$ cat src/rtl/prog_loader_pkg.sv
// Shared types and constants for the serial program loader and the processor fetch side.
package prog_loader_pkg;

  typedef enum logic [2:0] {
    IDLE, GET_CNT, GET_DATA, GET_CKSUM, FILL, DONE, ERR
  } load_state_t;

  typedef enum logic [1:0] {
    RX_IDLE, RX_START, RX_DATA, RX_STOP
  } rx_state_t;

  localparam logic [1:0] ERR_NONE  = 2'd0;
  localparam logic [1:0] ERR_COUNT = 2'd1;
  localparam logic [1:0] ERR_CKSUM = 2'd2;
  localparam logic [1:0] ERR_FRAME = 2'd3;

  localparam logic [7:0] OP_HLT = 8'hFF;
  localparam logic [7:0] OP_NOP = 8'h00;

endpackage

$ cat src/rtl/uart_rx_core.sv
// 8N1 receiver: 2-flop synchronizer, mid-bit sampling, glitch-rejecting start detect.
module uart_rx_core import prog_loader_pkg::*; #(
  parameter int CLKS_PER_BIT = 10
) (
  input  logic       main_clk,
  input  logic       rstn,
  input  logic       rx,
  output logic       byte_valid,
  output logic [7:0] byte_data,
  output logic       frame_err
);
  localparam int CW = $clog2(CLKS_PER_BIT);

  // sync[1] is the synchronized line, sync[2] its previous value for edge detection
  logic [2:0]    sync;
  logic          rx_s;
  rx_state_t     state, state_nx;
  logic [CW-1:0] cnt;
  logic [2:0]    bit_idx;
  logic [7:0]    shreg;
  logic          tick;

  assign rx_s      = sync[1];
  assign tick      = (cnt == '0);
  assign byte_data = shreg;

  always_comb begin
    state_nx = state;
    case (state)
      RX_IDLE:  if (sync[2] && !rx_s) state_nx = RX_START;
      RX_START: if (tick) state_nx = rx_s ? RX_IDLE : RX_DATA;
      RX_DATA:  if (tick && bit_idx == 3'd7) state_nx = RX_STOP;
      RX_STOP:  if (tick) state_nx = RX_IDLE;
      default:  state_nx = RX_IDLE;
    endcase
  end

  always_ff @(posedge main_clk or negedge rstn) begin
    if (!rstn) begin
      sync       <= 3'b111;
      state      <= RX_IDLE;
      cnt        <= '0;
      bit_idx    <= '0;
      shreg      <= '0;
      byte_valid <= 1'b0;
      frame_err  <= 1'b0;
    end else begin
      sync       <= {sync[1:0], rx};
      state      <= state_nx;
      byte_valid <= 1'b0;
      frame_err  <= 1'b0;
      // idle preloads the half-bit wait so the start bit is re-sampled mid-bit
      if (state == RX_IDLE) cnt <= CW'(CLKS_PER_BIT / 2 - 1);
      else if (tick)        cnt <= CW'(CLKS_PER_BIT - 1);
      else                  cnt <= cnt - CW'(1);
      if (state == RX_START && tick) bit_idx <= '0;
      if (state == RX_DATA && tick) begin
        shreg   <= {rx_s, shreg[7:1]};
        bit_idx <= bit_idx + 3'd1;
      end
      if (state == RX_STOP && tick) begin
        byte_valid <= rx_s;
        frame_err  <= !rx_s;
      end
    end
  end

endmodule

$ cat src/rtl/prog_loader.sv
// Loads a framed, XOR-checked program from UART into a 16x8 memory, then releases the CPU.
module prog_loader import prog_loader_pkg::*; #(
  parameter int         CLK_HZ    = 100000000,
  parameter int         BAUD      = 9600,
  parameter int         DEPTH     = 16,
  parameter int         ADDR_W    = 4,
  parameter logic [7:0] SYNC_BYTE = 8'hA5
) (
  input  logic              main_clk,
  input  logic              rstn,
  input  logic              rx,
  input  logic [ADDR_W-1:0] rd_addr,
  output logic [7:0]        rd_data,
  output logic              cpu_rstn,
  output logic              prog_valid,
  output logic              load_busy,
  output logic              load_done,
  output logic              err,
  output logic [1:0]        err_code,
  output logic [4:0]        byte_cnt
);
  localparam int CLKS_PER_BIT = CLK_HZ / BAUD;

  logic        byte_valid, frame_err;
  logic [7:0]  byte_data;
  load_state_t state, state_nx;
  logic [4:0]  count, fill_addr;
  logic [7:0]  cksum_acc;
  logic [7:0]  mem [DEPTH];
  logic        resync, in_frame, enter_done, enter_err;

  uart_rx_core #(.CLKS_PER_BIT(CLKS_PER_BIT)) u_rx (
    .main_clk   (main_clk),
    .rstn       (rstn),
    .rx         (rx),
    .byte_valid (byte_valid),
    .byte_data  (byte_data),
    .frame_err  (frame_err)
  );

  assign rd_data    = mem[rd_addr];
  assign load_busy  = !(state == IDLE || state == DONE);
  assign enter_done = (state_nx == DONE) && (state != DONE);
  assign enter_err  = (state_nx == ERR) && (state != ERR);

  always_comb begin
    state_nx = state;
    resync   = 1'b0;
    in_frame = (state == GET_CNT) || (state == GET_DATA) || (state == GET_CKSUM);
    case (state)
      IDLE, DONE, ERR:
        if (byte_valid && byte_data == SYNC_BYTE) begin
          resync   = 1'b1;
          state_nx = GET_CNT;
        end
      GET_CNT:
        if (byte_valid)
          state_nx = (byte_data == 8'd0 || byte_data > 8'(DEPTH)) ? ERR : GET_DATA;
      GET_DATA:
        if (byte_valid && byte_cnt + 5'd1 == count) state_nx = GET_CKSUM;
      GET_CKSUM:
        if (byte_valid) begin
          if (byte_data != cksum_acc)  state_nx = ERR;
          else if (count == 5'(DEPTH)) state_nx = DONE;
          else                         state_nx = FILL;
        end
      FILL:
        if (fill_addr == 5'(DEPTH - 1)) state_nx = DONE;
      default: state_nx = IDLE;
    endcase
    // framing errors outside a frame are line noise and must not disturb a loaded program
    if (in_frame && frame_err) state_nx = ERR;
  end

  always_ff @(posedge main_clk or negedge rstn) begin
    if (!rstn) begin
      state      <= IDLE;
      count      <= '0;
      fill_addr  <= '0;
      cksum_acc  <= '0;
      byte_cnt   <= '0;
      prog_valid <= 1'b0;
      cpu_rstn   <= 1'b0;
      load_done  <= 1'b0;
      err        <= 1'b0;
      err_code   <= ERR_NONE;
      for (int i = 0; i < DEPTH; i++) mem[i] <= OP_HLT;
    end else begin
      state     <= state_nx;
      load_done <= enter_done;
      cpu_rstn  <= prog_valid && !resync;
      if (resync) begin
        prog_valid <= 1'b0;
        err        <= 1'b0;
        err_code   <= ERR_NONE;
        byte_cnt   <= '0;
        cksum_acc  <= '0;
      end
      if (enter_done) prog_valid <= 1'b1;
      if (enter_err) begin
        err      <= 1'b1;
        err_code <= frame_err ? ERR_FRAME : (state == GET_CNT) ? ERR_COUNT : ERR_CKSUM;
      end
      if (state == GET_CNT && byte_valid) count <= byte_data[4:0];
      if (state == GET_DATA && byte_valid) begin
        mem[byte_cnt[ADDR_W-1:0]] <= byte_data;
        cksum_acc <= cksum_acc ^ byte_data;
        byte_cnt  <= byte_cnt + 5'd1;
      end
      if (state == GET_CKSUM && byte_valid) fill_addr <= count;
      if (state == FILL) begin
        mem[fill_addr[ADDR_W-1:0]] <= OP_HLT;
        fill_addr <= fill_addr + 5'd1;
      end
    end
  end

endmodule

$ cat config.mk
export PLATFORM = sky130hd
export DESIGN_NAME = prog_loader
export DESIGN_NICKNAME = d
export VERILOG_FILES = /design/src/rtl/prog_loader_pkg.sv /design/src/rtl/uart_rx_core.sv /design/src/rtl/prog_loader.sv
export SDC_FILE = /design/constraint.sdc
export NUM_CORES = 1
export LEC_CHECK = 0
export ABC_AREA = 1
export BUFFER_PORTS_ARGS = -buffer_cell sky130_fd_sc_hd__buf_2
export CAP_MARGIN = 5
export CORE_MARGIN = 5
export CORE_UTILIZATION = 40
export DETAILED_ROUTE_END_ITERATION = 8
export SLEW_MARGIN = 30
export SYNTH_ARGS = -nofsm -noshare
export SYNTH_HDL_FRONTEND = slang
export SYNTH_SLANG_ARGS = --single-unit
$ cat constraint.sdc
create_clock -name main_clk -period 2.7 [get_ports main_clk]
set_clock_uncertainty 0.15 [all_clocks]
set_input_delay 0.54 -clock main_clk [delete_from_list [all_inputs] [get_ports main_clk]]
set_output_delay 0.54 -clock main_clk [all_outputs]
set_load 0.01 [all_outputs]
==> results of run 1 <==
[synth_stat cells]
| cell | count |
|---|---|
| a21oi_1 | 159 |
| a31o_2 | 1 |
| a31oi_1 | 4 |
| buf_1 | 1 |
| buf_2 | 22 |
| buf_4 | 1 |
| buf_6 | 3 |
| clkbuf_1 | 28 |
| clkinv_1 | 1 |
| dfrtp_1 | 61 |
| dfstp_2 | 131 |
| ha_1 | 12 |
| inv_1 | 108 |
| inv_2 | 14 |
| mux2i_1 | 32 |
| nand2_1 | 150 |
| nand2_2 | 11 |
| nand3_1 | 43 |
| nand3_2 | 1 |
| nand4_1 | 4 |
| nand4_2 | 1 |
| nor2_1 | 71 |
| nor2_2 | 1 |
| nor2_8 | 1 |
| nor3_1 | 4 |
| nor3_2 | 2 |
| nor4_1 | 3 |
| o211ai_1 | 41 |
| o21a_1 | 1 |
| o21ai_0 | 181 |
| o21ai_1 | 1 |
| o221ai_1 | 3 |
| o22ai_1 | 12 |
| xnor2_1 | 4 |
| xor2_1 | 6 |
[critical path, stage by stage, from the launching register on]
cell	delay (ps)
dfstp_2	540
inv_1	40
a21oi_1	100
o21ai_0	80
o211ai_1	100
nand3_1	160
nand2_1	140
buf_2	140
[cells by family (layout without fill, tap and decap cells)]
logic type               count (synthesis)  in the layout  share of synthesized area
adder cells (fa/ha/maj)                 12             12                     0.0156
multiplexers                            32             32                     0.0332
AO/OA/AOI/OAI                          403            403                      0.223
flip-flops                             192            192                      0.515
XOR/XNOR                                10             10                    0.00907
buffers and inverters                  178            213                     0.0748
AND/OR/NAND/NOR                        292            292                      0.129
[power by group through the flow]
| stage | sequential [W] | combinational (W) | clock [W] |
|---|---|---|---|
| CTS | 0.00302 | 0.000429 | 0.00246 |
| global route | 0.00303 | 0.000489 | 0.00258 |
| floorplan | 0.00305 | 0.000269 | 0 |
| finish | 0.00302 | 0.000424 | 0.00241 |
| detailed placement | 0.00306 | 0.000423 | 0 |
| global placement | 0.00306 | 0.000415 | 0 |
[layout make-up]
cell class              instances  area share
inverters                     123      0.0427
clock buffers                  17      0.0394
repair buffers                 59      0.0432
multi-input cells             749       0.367
well taps                     319      0.0369
clock inverters                14      0.0113
flip-flops and latches        192       0.460
[metal layers]
layer / track usage / up-vias / share of wire
met3: 0.0347 / 27 / 0.039
met4: 0.0435 / 0 / 0.013
li1: - / 3867 / -
met1: 0.268 / 3789 / 0.47
met2: 0.315 / 176 / 0.48
met5: 0 / - / 0
[per-stage QoR]
| stage | cells | power [W] |
|---|---|---|
| floorplan | 1119 | 0.00332 |
| global placement | 1441 | 0.00348 |
| detailed placement | 1441 | 0.00349 |
| CTS | 1473 | 0.00591 |
| global route | 1473 | 0.00610 |
| finish | 1473 | 0.00585 |
[sequential cells by signal (all words and copies together) (netlist names), 2 cells and up, named ones only]
signal and flops:
count 5, fill_addr 5, mem 128, u_rx.byte_data 8
err_code 2, state 3, u_rx.sync 3, u_rx.bit_idx 3
byte_cnt 5, u_rx.cnt 14, cksum_acc 8
[worst min-delay path by stage]
| stage | startpoint | endpoint | cells past startpoint | slack, ps |
|---|---|---|---|---|
| after floorplan | rstn | async pin | 0 | 90 |
| after global placement | u_rx.sync[0]$_DFF_PN1_ | u_rx.sync[1]$_DFF_PN1_ | 0 | 210 |
| after detailed placement | u_rx.sync[0]$_DFF_PN1_ | u_rx.sync[1]$_DFF_PN1_ | 0 | 210 |
| after CTS | rx | u_rx.sync[0]$_DFF_PN1_ | 1 | 30 |
| after global routing | rx | u_rx.sync[0]$_DFF_PN1_ | 1 | 30 |
| final | rx | u_rx.sync[0]$_DFF_PN1_ | 1 | 50 |
==> results.md, run 1 <==
- Run status: completed
- CTS tree: yes
- Yosys reg bits: between 150 and 200
- CTS-repair resized insts: 0
- Slew Viols, Final: 0
- Setup Viol. Count Final: 0
- Mapped Area: 0.00965 mm²
- FP Rows: 56
- Reg2Reg Depth: 8
- Multi-input logic area: 0.00396 mm²
- Max VDD drop: 369 µV
- Reg area: 0.00497 mm²
- Hold WS: 47.5 ps
- Hold Vio Cnt, Final: 0
- Net count, final: 1161
- Sequential Power Share: 0.516
- Top-area cell type share of the netlist area: 0.357
- Die height: approximately 170 µm
- Vias/cell: 5.34
- Post-route setup slack: 268 ps
- Util after Layout: 0.458
- I/O pins: 27
- CP Class: flip-flop to primary output
- Worst setup SP type: flip-flop
- Setup WS pre-CTS: 350 ps
- Die width: approximately 170 µm
- Num CTS Buffers: 17
- Placer Congestion: about 0.86
- Crit path DAT: 1740 ps
- Filler instances: between 2000 and 2500
- Worst Path Required: about 2000 ps
- IO buf count: 26
- Least-Margin Pin Slew: 627 ps
- Post-Route WL: 25300 µm
- Clock share of power: 0.411
- Pleak: ~4.5 nW
- DR pass1 iterations: 7
- Setup fix buffers added after clock tree synthesis: 0
- Netlist cell types: 35
- Final period util: 0.901
- Synth Net Count: 1138
- CP endpoint kind: primary output
- Root buf cell: clkbuf_16
- Via Count: 7859
- DRC: 0
- Synth Instances: 1119
- Max-capacitance violation count: 0
- Final TNS setup: 0 ps
- Avg Cell Area, Syn: approximately 8.6 µm²
- Most common cell after layout, fill and taps aside: o21ai_0
- Initial Util: 0.409
- Global route overflow: 0
- Fin area: 0.0108 mm²
- Synth area leaders: dfstp_2, dfrtp_1, o21ai_0
- Share of layout cells above drive strength 1: 0.218
- P_sw: 0.00153 W
- Critical path fanouts, max: 2
- Clock sink count: ~190
- CTS Buffer Depth: 2
- Setup crit start: mem[87]$_DFF_PN1_
- Reg2reg start: u_rx.cnt[0]$_DFF_PN0_
- Die ar.: 0.0273 mm²
- H-Tree Depth: 4
- DRT antenna net count: 0
- Clock-pin slew of the registers on the worst-case setup and hold paths: 70 ps
- Worst skew pair latency: 440 ps
- Internal: between 0.004 and 0.005 W
- Seq/Total Area, Yosys: 0.515
- Largest net degree at the start of global routing: 56
- Switching Fraction: 0.261
- Highest Clock Rate: 411 MHz
- Most frequent cells in the layout: o21ai_0, a21oi_1, nand2_1
- Drt wl/cell: 17.2 µm
- Vias in the first global route: 7667
- CORE AREA: 0.0236 mm²
- RSZ-0062 raised after global routing: no
- Iter 0 DRT Violations: 701
- Ys Warns: 0
- First-pass GRT wire length: 41600 µm
- Worst Setup EP: rd_data[7]
- Min Tclk post-route: 2430 ps
- Power Dens Cells: around 540 mW/mm²
- Area leader, netlist: dfstp_2
- HP Class: input pin to flip-flop
- Initial antenna violation count: 0
- Area grow syn2layout: 12.0%
- R2R Setup Slk: 430 ps
- All-Layer GR Usage: 0.192
- Antenna cells: 0
- DP HPWL: roughly 17000 µm
- Hold_buf cts: 1
- Gate power share: 0.072
- Worst r2r dst: u_rx.byte_data[0]$_DFFE_PN0P_
- DP Area: 0.0102 mm²
- Slew Limit Headroom: 0.580
Note: power is estimated with default switching activity, not from simulation.
==> inputs of run 2 (changes only) <==
--- a/config.mk
+++ b/config.mk
@@ -14,4 +14,5 @@
 export SLEW_MARGIN = 30
 export SYNTH_ARGS = -nofsm -noshare
 export SYNTH_HDL_FRONTEND = slang
+export SYNTH_HIERARCHICAL = 1
 export SYNTH_SLANG_ARGS = --single-unit
==> run 2 against run 1 <==
  * Clock power is 3% higher
  * Core utilization is 0.57 points lower
  * Worst setup slack worse by 87 ps
  * Cell area is 1.4% higher
  * Largest power group unchanged
==> results.md, run 2 <==
- Iter 0 DRT Violations: 678 (-3.3%)
- Util after Layout: 0.452 (-0.00570)
- HP Class: input pin to flip-flop
- Max reg flops: 128 (unchanged)
- Clock share of power: 0.432 (+0.021)
- Largest Register: mem
- Sequential Power Share: 0.509 (-0.007)
- Netlist cell types: 41 (+17%)
- Pleak: 4.51 nW (+0.86%)
- CP max-delay cell: buf_4
- Post-synth EDFFs: 0 (unchanged)
- Reg2reg start: state[1]$_DFF_PN0_
- Mapped Area: 0.00981 mm² (+1.6%)
- Die height: 167 µm (+0.75%)
- IO buf count: 26 (unchanged)
- Least-Margin Pin Slew: 782 ps (+155 ps)
- First-pass GRT wire length: 42500 µm (+2.2%)
- Synth Instances: 1140 (+1.9%)
- Hold Vio Cnt, Final: 0 (unchanged)
- DRT antenna net count: 0 (unchanged)
- DP HPWL: 18300 µm (+6.5%)
- Vias/cell: 5.32 (-0.31%)
- Initial Util: 0.404 (-0.00432)
- Drt wl/cell: 17.6 µm (+2.5%)
- Die width: 167 µm (+0.75%)
- Worst path max stage delay: 240 ps (-300 ps)
- Vias in the first global route: 7618 (-0.64%)
- Initial antenna violation count: 0 (unchanged)
- Clock-pin slew of the registers on the worst-case setup and hold paths: 80 ps (about the same)
- Root buf cell: clkbuf_16
- Clock sink count: 192 (unchanged)
- Share of layout cells above drive strength 1: 0.224 (+0.00537)
- CP endpoint kind: primary output
- Power Dens Cells: 526 mW/mm² (-2.9%)
- Highest Clock Rate: 397 MHz (-3.4%)
- Worst Path Required: 2010 ps (about the same)
- Count leader, synth: o21ai_0
- Critical path fanouts, max: 15 (+13)
- P_sw: 0.00151 W (-1.1%)
- CP bufs+invs: 3 (+1)
- Worst path cell trace: buf_4 > buf_4 > mux2i_1 > o21ai_0 > o211ai_1 > nand2_1 > buf_2
- Post-synth top cells: o21ai_0, a21oi_1, nand2_1
- Worst setup SP type: input pin
- Cell mode on critical path: buf_4
- Gate power share: 0.059 (-0.013)
- Global route overflow: 0 (unchanged)
- Final TNS setup: 0 ps (unchanged)
- Largest delay contributor family on the critical path: buffers and inverters
- Crit path depth: 7 (unchanged)
- Worst r2r dst: cksum_acc[4]$_DFFE_PN0P_
- Crit path DAT: 1830 ps (+90 ps)
- Min Tclk post-route: 2520 ps (+86.7 ps)
- Top-area cell type share of the netlist area: 0.351 (-0.00564)
- Synth Net Count: 1159 (+1.8%)
- Slew Viols, Final: 0 (unchanged)
- Run status: completed
- Synth async-reset ratio: 1.00 (unchanged)
- Switching Fraction: 0.262 (+0.00106)
- Antenna cells: 0 (unchanged)
- Post-Route WL: 26300 µm (+4.0%)
- Most frequent cells in the layout: o21ai_0, a21oi_1, nand2_1
- Slew Limit Headroom: 0.478 (-0.102)
- Seq/Total Area, Yosys: 0.507 (-0.00814)
- Area leader, netlist: dfstp_2
- CTS tree: yes
- Hold path depth: 1 (unchanged)
- Avg Cell Area, Syn: 8.60 µm² (-0.26%)
- DRC: 0 (unchanged)
- Area grow syn2layout: 11.7%
- Yosys reg bits: 192 (unchanged)
- DR pass1 iterations: 5 (-2)
- Num CTS Buffers: 17 (unchanged)
- Regs by FF count: mem (128), u_rx/cnt (14)
- Ys Warns: 6 (+6)
- Placer Congestion: 0.848 (-1.8%)
- Largest net degree at the start of global routing: 60 (+7.1%)
- Worst skew pair latency: 430 ps (about the same)
- CORE AREA: 0.0242 mm² (+2.7%)
- R2R Setup Slk: 520 ps (+90 ps)
- Final period util: 0.933 (+0.0321)
- Max-capacitance violation count: 0 (unchanged)
- I/O pins: 27 (unchanged)
- RSZ-0062 raised after global routing: no
- Top FF cell, synth: dfstp_2
- Net count, final: 1177 (+1.4%)
- Via Count: 7952 (+1.2%)
- Die ar.: 0.0277 mm² (+1.5%)
- Setup crit start: rd_addr[0]
- All-Layer GR Usage: 0.191 (-0.00165)
- FP Rows: 57 (+1.8%)
- Reg2Reg Depth: 6 (-2)
- Max VDD drop: 486 µV (+32%)
- H-Tree Depth: 4 (unchanged)
- CP Class: input pin to primary output
- Most common cell after layout, fill and taps aside: o21ai_0
- Worst Setup EP: rd_data[3]
- CTS Buffer Depth: 2 (unchanged)
- Synth area leaders: dfstp_2, dfrtp_1, o21ai_0
- Setup Viol. Count Final: 0 (unchanged)
- Internal: 0.00425 W (-1.6%)
- Setup fix buffers added after clock tree synthesis: 0 (unchanged)
run 2: timing repair:
| item | 4_1_cts | 5_1_grt |
|---|---|---|
| resized for setup | 0 | 0 |
| hold buffers | 1 | 0 |
| hold endpoints to repair | 35 | 0 |
run 2: per-stage QoR:
stage	cells	total power [W]	instance area [µm²]	hold WS, ps	worst slack [ps]
finish	1495	0.00576	11000	46.0	181
global route	1495	0.00600	11000	24.2	72.6
CTS	1495	0.00584	11000	24.7	183
detailed placement	1462	0.00333	10400	201	183
global placement	1462	0.00332	10400	199	213
floorplan	1140	0.00317	9810	94.4	495
run 2: layout make-up:
cell class / count / area (µm²)
Multi-Input combinational cell: 770 / 4120
Tap cell: 324 / 405
Clock buffer: 18 / 429
Sequential cell: 192 / 4970
Inverter: 128 / 499
Clock inverter: 14 / 149
Fill cell: 2422 / 13300
Timing Repair Buffer: 49 / 392
run 2: kinds of logic after synthesis:
logic type / count (synthesis) / synth area share
flops: 192 / 0.507
mux: 32 / 0.0327
buf+inv: 178 / 0.0737
compound gates: 399 / 0.217
xor+xnor: 6 / 0.00536
simple gates: 321 / 0.150
fa+ha+maj: 12 / 0.0153
run 2: worst min path at each step:
stage / startpoint / to / slack [ps]
4_1_cts: rx / u_rx/sync[0]$_DFF_PN1_ / 20
2_1_floorplan: rstn / byte_cnt[0]$_DFFE_PN0P_ / 90
3_5_place_dp: u_rx/sync[0]$_DFF_PN1_ / u_rx/sync[1]$_DFF_PN1_ / 200
3_3_place_gp: u_rx/sync[0]$_DFF_PN1_ / u_rx/sync[1]$_DFF_PN1_ / 200
5_1_grt: rx / u_rx/sync[0]$_DFF_PN1_ / 20
6_report: rx / u_rx/sync[0]$_DFF_PN1_ / 50
run 2: worst reg2reg max path: stages (launching register included):
cell and delay [ps]:
dfrtp_1 470, nor2_1 250, nand2_1 80, nand3_1 110, nand4_1 350, nand2_1 480, o22ai_1 140
run 2: power by group through the flow:
stage | Combinational [W] | Clock, W | Sequential [W]
after detailed placement | 0.000345 | 0 | 0.00298
after global routing | 0.000381 | 0.00268 | 0.00294
final | 0.000339 | 0.00249 | 0.00294
after floorplan | 0.000189 | 0 | 0.00298
after CTS | 0.000346 | 0.00256 | 0.00293
after global placement | 0.000339 | 0 | 0.00298
run 2: routing by layer:
layer | part of all wire | vias up | track usage
met3 | 0.049 | 54 | 0.0365
met4 | 0.029 | 0 | 0.0573
met1 | 0.46 | 3796 | 0.266
li1 | - | 3897 | -
met2 | 0.47 | 205 | 0.304
met5 | 0 | - | 0
